<file path="config.mk">
export PLATFORM = sky130hd
export DESIGN_NAME = fm_audio_decimator
export DESIGN_NICKNAME = d
export VERILOG_FILES = /design/src/rtl/fm_audio_decimator.sv
export SDC_FILE = /design/constraint.sdc
export NUM_CORES = 1
export LEC_CHECK = 0
export ABC_AREA = 1
export BUFFER_PORTS_ARGS = -buffer_cell sky130_fd_sc_hd__buf_2
export CAP_MARGIN = 20
export CORE_AREA = 2 2 106 108
export CTS_BUF_LIST = sky130_fd_sc_hd__clkbuf_16
export CTS_CLUSTER_SIZE = 16
export DETAILED_ROUTE_END_ITERATION = 8
export DIE_AREA = 0 0 108 110
export PLACE_DENSITY_LB_ADDON = 0.08
export SYNTH_ARGS = -nofsm -noshare
export SYNTH_HDL_FRONTEND = slang
export SYNTH_SLANG_ARGS = --single-unit
</file>
<file path="constraint.sdc">
create_clock -name clk -period 2.65 [get_ports clk]
set_input_delay 0.265 -clock clk [delete_from_list [all_inputs] [get_ports clk]]
set_output_delay 0.265 -clock clk [all_outputs]
set_load 0.05 [all_outputs]
</file>
<file path="src/rtl/fm_audio_decimator.sv">
// fm_audio_decimator: boxcar decimation of demodulated audio by DECIM, optional
// first-order de-emphasis IIR, and a held, saturated 16-bit output sample.
// The IIR is built only when FM_AUDIO_DEEMPH_EN is defined; without it the
// decimated sample goes straight to the output, with the same 2-clk latency.
// Pipeline: en32k edge -> x (stage 1) -> y or mid (stage 2) -> audio_dat (stage 3).
module fm_audio_decimator #(
  parameter int DECIM        = 8,
  parameter int LOG2_DECIM   = 3,
  parameter int DEEMPH_SHIFT = 1,
  parameter int FRAC         = 8
) (
  input  logic        clk,
  input  logic        reset,
  input  logic        en_in,
  input  logic [15:0] in_dat,
  input  logic        en32k,
  output logic [15:0] audio_dat,
  output logic        out_valid,
  output logic        rate_err
);

  localparam int ACC_W = 16 + LOG2_DECIM;
  localparam int CNT_W = LOG2_DECIM + 1;
  localparam int Y_W   = 16 + FRAC + 1;
  localparam logic [CNT_W-1:0] CNT_MAX = '1;
  localparam logic [CNT_W-1:0] DECIM_C = CNT_W'(DECIM);

  // Parameter consistency is checked at elaboration time.
  generate
    if (DECIM != (1 << LOG2_DECIM) || DECIM < 2 || DECIM > 64) begin : g_bad_decim
      $error("fm_audio_decimator: DECIM must be 2**LOG2_DECIM within 2..64");
    end
    if (DEEMPH_SHIFT < 1 || DEEMPH_SHIFT >= Y_W || FRAC < 1) begin : g_bad_iir
      $error("fm_audio_decimator: DEEMPH_SHIFT/FRAC out of range");
    end
  endgenerate

  logic signed [ACC_W-1:0] acc_q, acc_d;
  logic        [CNT_W-1:0] cnt_q, cnt_d;
  logic signed [15:0]      x_q, x_d;
  logic                    rate_err_q, rate_err_d;
  logic        [2:0]       vld_pipe_q, vld_pipe_d;
  logic        [15:0]      audio_q, audio_d;
  logic signed [ACC_W-1:0] in_ext;

  assign in_ext = {{LOG2_DECIM{in_dat[15]}}, in_dat};

  // Window accumulation; a sample coincident with en32k opens the new window.
  always_comb begin
    acc_d      = acc_q;
    cnt_d      = cnt_q;
    x_d        = x_q;
    rate_err_d = rate_err_q;
    if (en32k) begin
      // Dropping the low bits is an arithmetic shift (floor toward -inf).
      x_d        = acc_q[ACC_W-1:LOG2_DECIM];
      rate_err_d = rate_err_q | (cnt_q != DECIM_C);
      acc_d      = en_in ? in_ext : '0;
      cnt_d      = en_in ? CNT_W'(1) : '0;
    end else if (en_in) begin
      acc_d = acc_q + in_ext;
      cnt_d = (cnt_q == CNT_MAX) ? cnt_q : cnt_q + 1'b1;
    end
  end

  // Valid bits: [0] x loaded, [1] stage 2 loaded, [2] output pulse.
  always_comb begin
    vld_pipe_d = {vld_pipe_q[1:0], en32k};
  end

`ifdef FM_AUDIO_DEEMPH_EN
  logic signed [Y_W-1:0] y_q, y_d;
  logic signed [Y_W:0]   x_ext, y_ext, diff, step;
  logic        [16:0]    y_int;

  // De-emphasis: y += ((x << FRAC) - y) >>> DEEMPH_SHIFT, one bit wider so the
  // difference never overflows; y stays between its old value and the target.
  always_comb begin
    x_ext = {{2{x_q[15]}}, x_q, {FRAC{1'b0}}};
    y_ext = {y_q[Y_W-1], y_q};
    diff  = x_ext - y_ext;
    step  = diff >>> DEEMPH_SHIFT;
    y_d   = y_q;
    if (vld_pipe_q[0]) y_d = Y_W'(y_ext + step);
  end

  // Output stage: integer part of y, clamped to the 16-bit signed range.
  always_comb begin
    y_int   = y_q[Y_W-1:FRAC];
    audio_d = audio_q;
    if (vld_pipe_q[1]) begin
      if (y_int[16] != y_int[15]) audio_d = y_int[16] ? 16'h8000 : 16'h7fff;
      else                        audio_d = y_int[15:0];
    end
  end

  // IIR state register.
  always_ff @(posedge clk or posedge reset) begin
    if (reset) y_q <= '0;
    else       y_q <= y_d;
  end
`else
  logic [15:0] mid_q, mid_d;

  // Stage 2 is a plain delay so the output latency matches the IIR build.
  always_comb begin
    mid_d = mid_q;
    if (vld_pipe_q[0]) mid_d = x_q;
  end

  // Output stage: x already spans exactly the 16-bit range, so the clamp is a pass-through.
  always_comb begin
    audio_d = audio_q;
    if (vld_pipe_q[1]) audio_d = mid_q;
  end

  // Stage-2 delay register.
  always_ff @(posedge clk or posedge reset) begin
    if (reset) mid_q <= '0;
    else       mid_q <= mid_d;
  end
`endif

  // Shared state registers; reset also cancels any in-flight output pulse.
  always_ff @(posedge clk or posedge reset) begin
    if (reset) begin
      acc_q      <= '0;
      cnt_q      <= '0;
      x_q        <= '0;
      rate_err_q <= 1'b0;
      vld_pipe_q <= '0;
      audio_q    <= '0;
    end else begin
      acc_q      <= acc_d;
      cnt_q      <= cnt_d;
      x_q        <= x_d;
      rate_err_q <= rate_err_d;
      vld_pipe_q <= vld_pipe_d;
      audio_q    <= audio_d;
    end
  end

  assign audio_dat = audio_q;
  assign out_valid = vld_pipe_q[2];
  assign rate_err  = rate_err_q;

endmodule

</file>
==> summary.txt <==
Pwr
  • Maximum vdd drop: 0.305 mV
  • Power density cells: 786 mW/mm2
  • Leakage power: 2.59 nW

Worst setup path
  • Slowest-stage cell, CP: fa_1
  • Critical-path cell list: ha_1, inv_1, fa_1, inv_1, nand3_1, nand3_1, nand2_1, nand2_1, nand2_1, nand2_1, nand2_1, nand3_1, nand2_1
  • CP Buf/Inv Count: 2
  • CP endpoint kind: flip-flop
  • Critical path class: reg -> reg
  • Max incr delay on CP: 400 ps
  • Top delay family on crit path: simple AND/OR/NAND/NOR gates
  • Critical-path maximum fanout: 3
  • Critical Path Start Type: flip-flop
  • WP data required: 2880 ps
  • CP arrival: 2130 ps
  • Most used cell, CP: nand2_1

Synth
  • Post-Syn Area: 0.00421 mm2
  • Area share of the largest cell type after synthesis: 0.446
  • Sequential fraction of the synthesis area: 0.446
  • Seq cells post-synth: 75
  • Yosys cell types: 31
  • Synth area leader: dfrtp_1
  • Most used DFF post-synth: dfrtp_1
  • Post-synth EDFFs: 0
  • Mapped Avg Cell Area: 7.46 um2
  • Mapped Cells: 564
  • Syn Nets: 605
  • Top cells by area, synth: dfrtp_1, nand2_1, inv_1
  • Synth warnings: 0
  • FFs w/ async S/R, synth: 1.00

STA
  • Tmin final: 1900 ps
  • Fin Setup TNS: 0 ps
  • Rel. slew slack: 0.393
  • Final Cycle Share: 0.718
  • Actual slew at the worst max-slew pin: 911 ps
  • Fmax: 526 MHz
  • Final hold vios: 0
  • RSZ-0062 raised after global routing: no
  • Max-slew violation count: 0
  • Layout Skew: 10.2 ps
  • Setup violators final: 0

Final layout
  • Commonest non-fill, non-tap cell in the layout: nand2_1
  • Antenna diodes: 0
  • Syn-to-layout area delta: 16.1%
  • Reg area: 0.00188 mm2
  • Multi-input gate area: 0.00195 mm2
  • Final design utilization: 0.457
  • Final instance area: 0.00489 mm2
  • Fill cells: 1136
  • Commonest non-fill, non-tap cells in the layout: nand2_1, inv_1, dfrtp_1, nor2_1, buf_2
  • Final net count: 643
  • Share of cells above drive strength 1: 0.145

GRT
  • Vias in the first global route: 3327
  • Tot GR Track Use: 0.180
  • Initial antenna violation count: 0
  • First-pass GRT wire length: 16300 um
  • Largest net degree at the start of global routing: 52
  • Gr ovfl total: 0

Clock network
  • Post-CTS Setup Bufs: 0
  • Clk buf depth: 2
  • Post-CTS sizing: 0
  • Clk root buf: clkbuf_16
  • CTS clock-pin slew for the worst setup and hold paths: 60 ps
  • CTS tree: built
  • H-tree depth: 3
  • Num Clock Sinks: 75
  • Cts bufs inserted: 9
  • Hold Buf Count CTS: 0
  • Clock Latency Late Sink: 330 ps

Run status
  • Status: completed

Floorplan
  • Num rows: 38
  • Die ar.: 0.0119 mm2
  • Initial Utilization: 0.393
  • Core area: 0.0107 mm2
  • Die Ht: 110 um
  • Die X: 108 um
  • Num ports: 38

Drt
  • Post-route ant nets: 0
  • DRC: 0
  • Vias per cell: 4.73
  • Post-Route WL: 9780 um
  • Initial DRC count: 185
  • Via count: 3526
  • Drt first pass iters: 4
  • Post-DR wirelength/cell: 13.1 um

Place
  • Detail Placement HPWL: 7290 um
  • Gpl congestion: 0.894
  • Port bufs: 37
  • Cell Area, Placed: 0.00455 mm2

Run
  • Number of max-cap violations: 0

Worst hold path
  • Hold Crit Class: in -> async
==> kinds of logic after synthesis <==
kind of cell,synth area share
compound gates,0.0919
xor+xnor,0.0146
fa+ha+maj,0.0642
buf+inv,0.0901
flops,0.446
simple gates,0.293
==> path summary, 6_finish.rpt <==
path / start / end / slack [ps] / depth (start not counted)
setup / recovery: acc_q[0] / acc_q[16] / 750 / 13
hold reg to reg: rate_err / rate_err / 450 / 1
min in group clk: in_dat[7] / acc_q[7] / 170 / 3
max in group asynchronous: reset / x_q[7] / 1960 / 3
setup reg to reg: acc_q[0] / acc_q[16] / 750 / 13
hold / removal: reset / acc_q[18] / 6 / 2
==> synthesized netlist by cell type (all sizes together), types with 2 or more instances <==
| cell | count |
|---|---|
| nand3 | 34 |
| o22ai | 2 |
| a21oi | 31 |
| nand4 | 6 |
| inv | 86 |
| nor3 | 6 |
| ha | 20 |
| nor2 | 52 |
| buf | 4 |
| dfrtp | 75 |
| clkbuf | 9 |
| xor2 | 6 |
| o21ai | 36 |
| nand2 | 188 |
==> sequential cells by signal, indices dropped and copies added, names as in the netlist <==
register,count
acc_q,19
audio_dat,16
cnt_q,4
mid_q,16
rate_err,1
vld_pipe_q,3
x_q,16
==> per-stage QoR <==
step | std cells | power [mW] | worst slack (ps) | hold slack [ps]
2_1_floorplan | 564 | 2.20 | 475 | 296
4_1_cts | 746 | 3.88 | 746 | 18.0
3_5_place_dp | 731 | 2.47 | 727 | 378
3_3_place_gp | 731 | 2.45 | 733 | 377
5_1_grt | 746 | 4.10 | 527 | 51.2
6_report | 746 | 3.84 | 748 | 5.83
==> power breakdown <==
| group | switching [mW] | total, mW | leakage [nW] | internal (mW) |
|---|---|---|---|---|
| logic | 0.702 | 1.03 | 1.49 | 0.323 |
| clock network | 0.477 | 1.39 | 0.162 | 0.917 |
| registers | 0.104 | 1.42 | 0.937 | 1.32 |
==> layout make-up <==
type / count / share of cell area
flip-flops and latches: 75 / 0.384
multi-input cells: 390 / 0.400
clock buffers: 9 / 0.0461
well taps: 140 / 0.0358
inverters: 86 / 0.0660
repair buffers: 40 / 0.0450
clock inverters: 6 / 0.0235
==> metal layers <==
metal,wire [um],global-route usage,share of wire
met3,390,0.0353,0.040
met4,101,0.0467,0.010
met1,4890,0.250,0.50
met5,0,0,0
met2,4410,0.290,0.45
No activity file was read; power rests on OpenSTA's default activity.
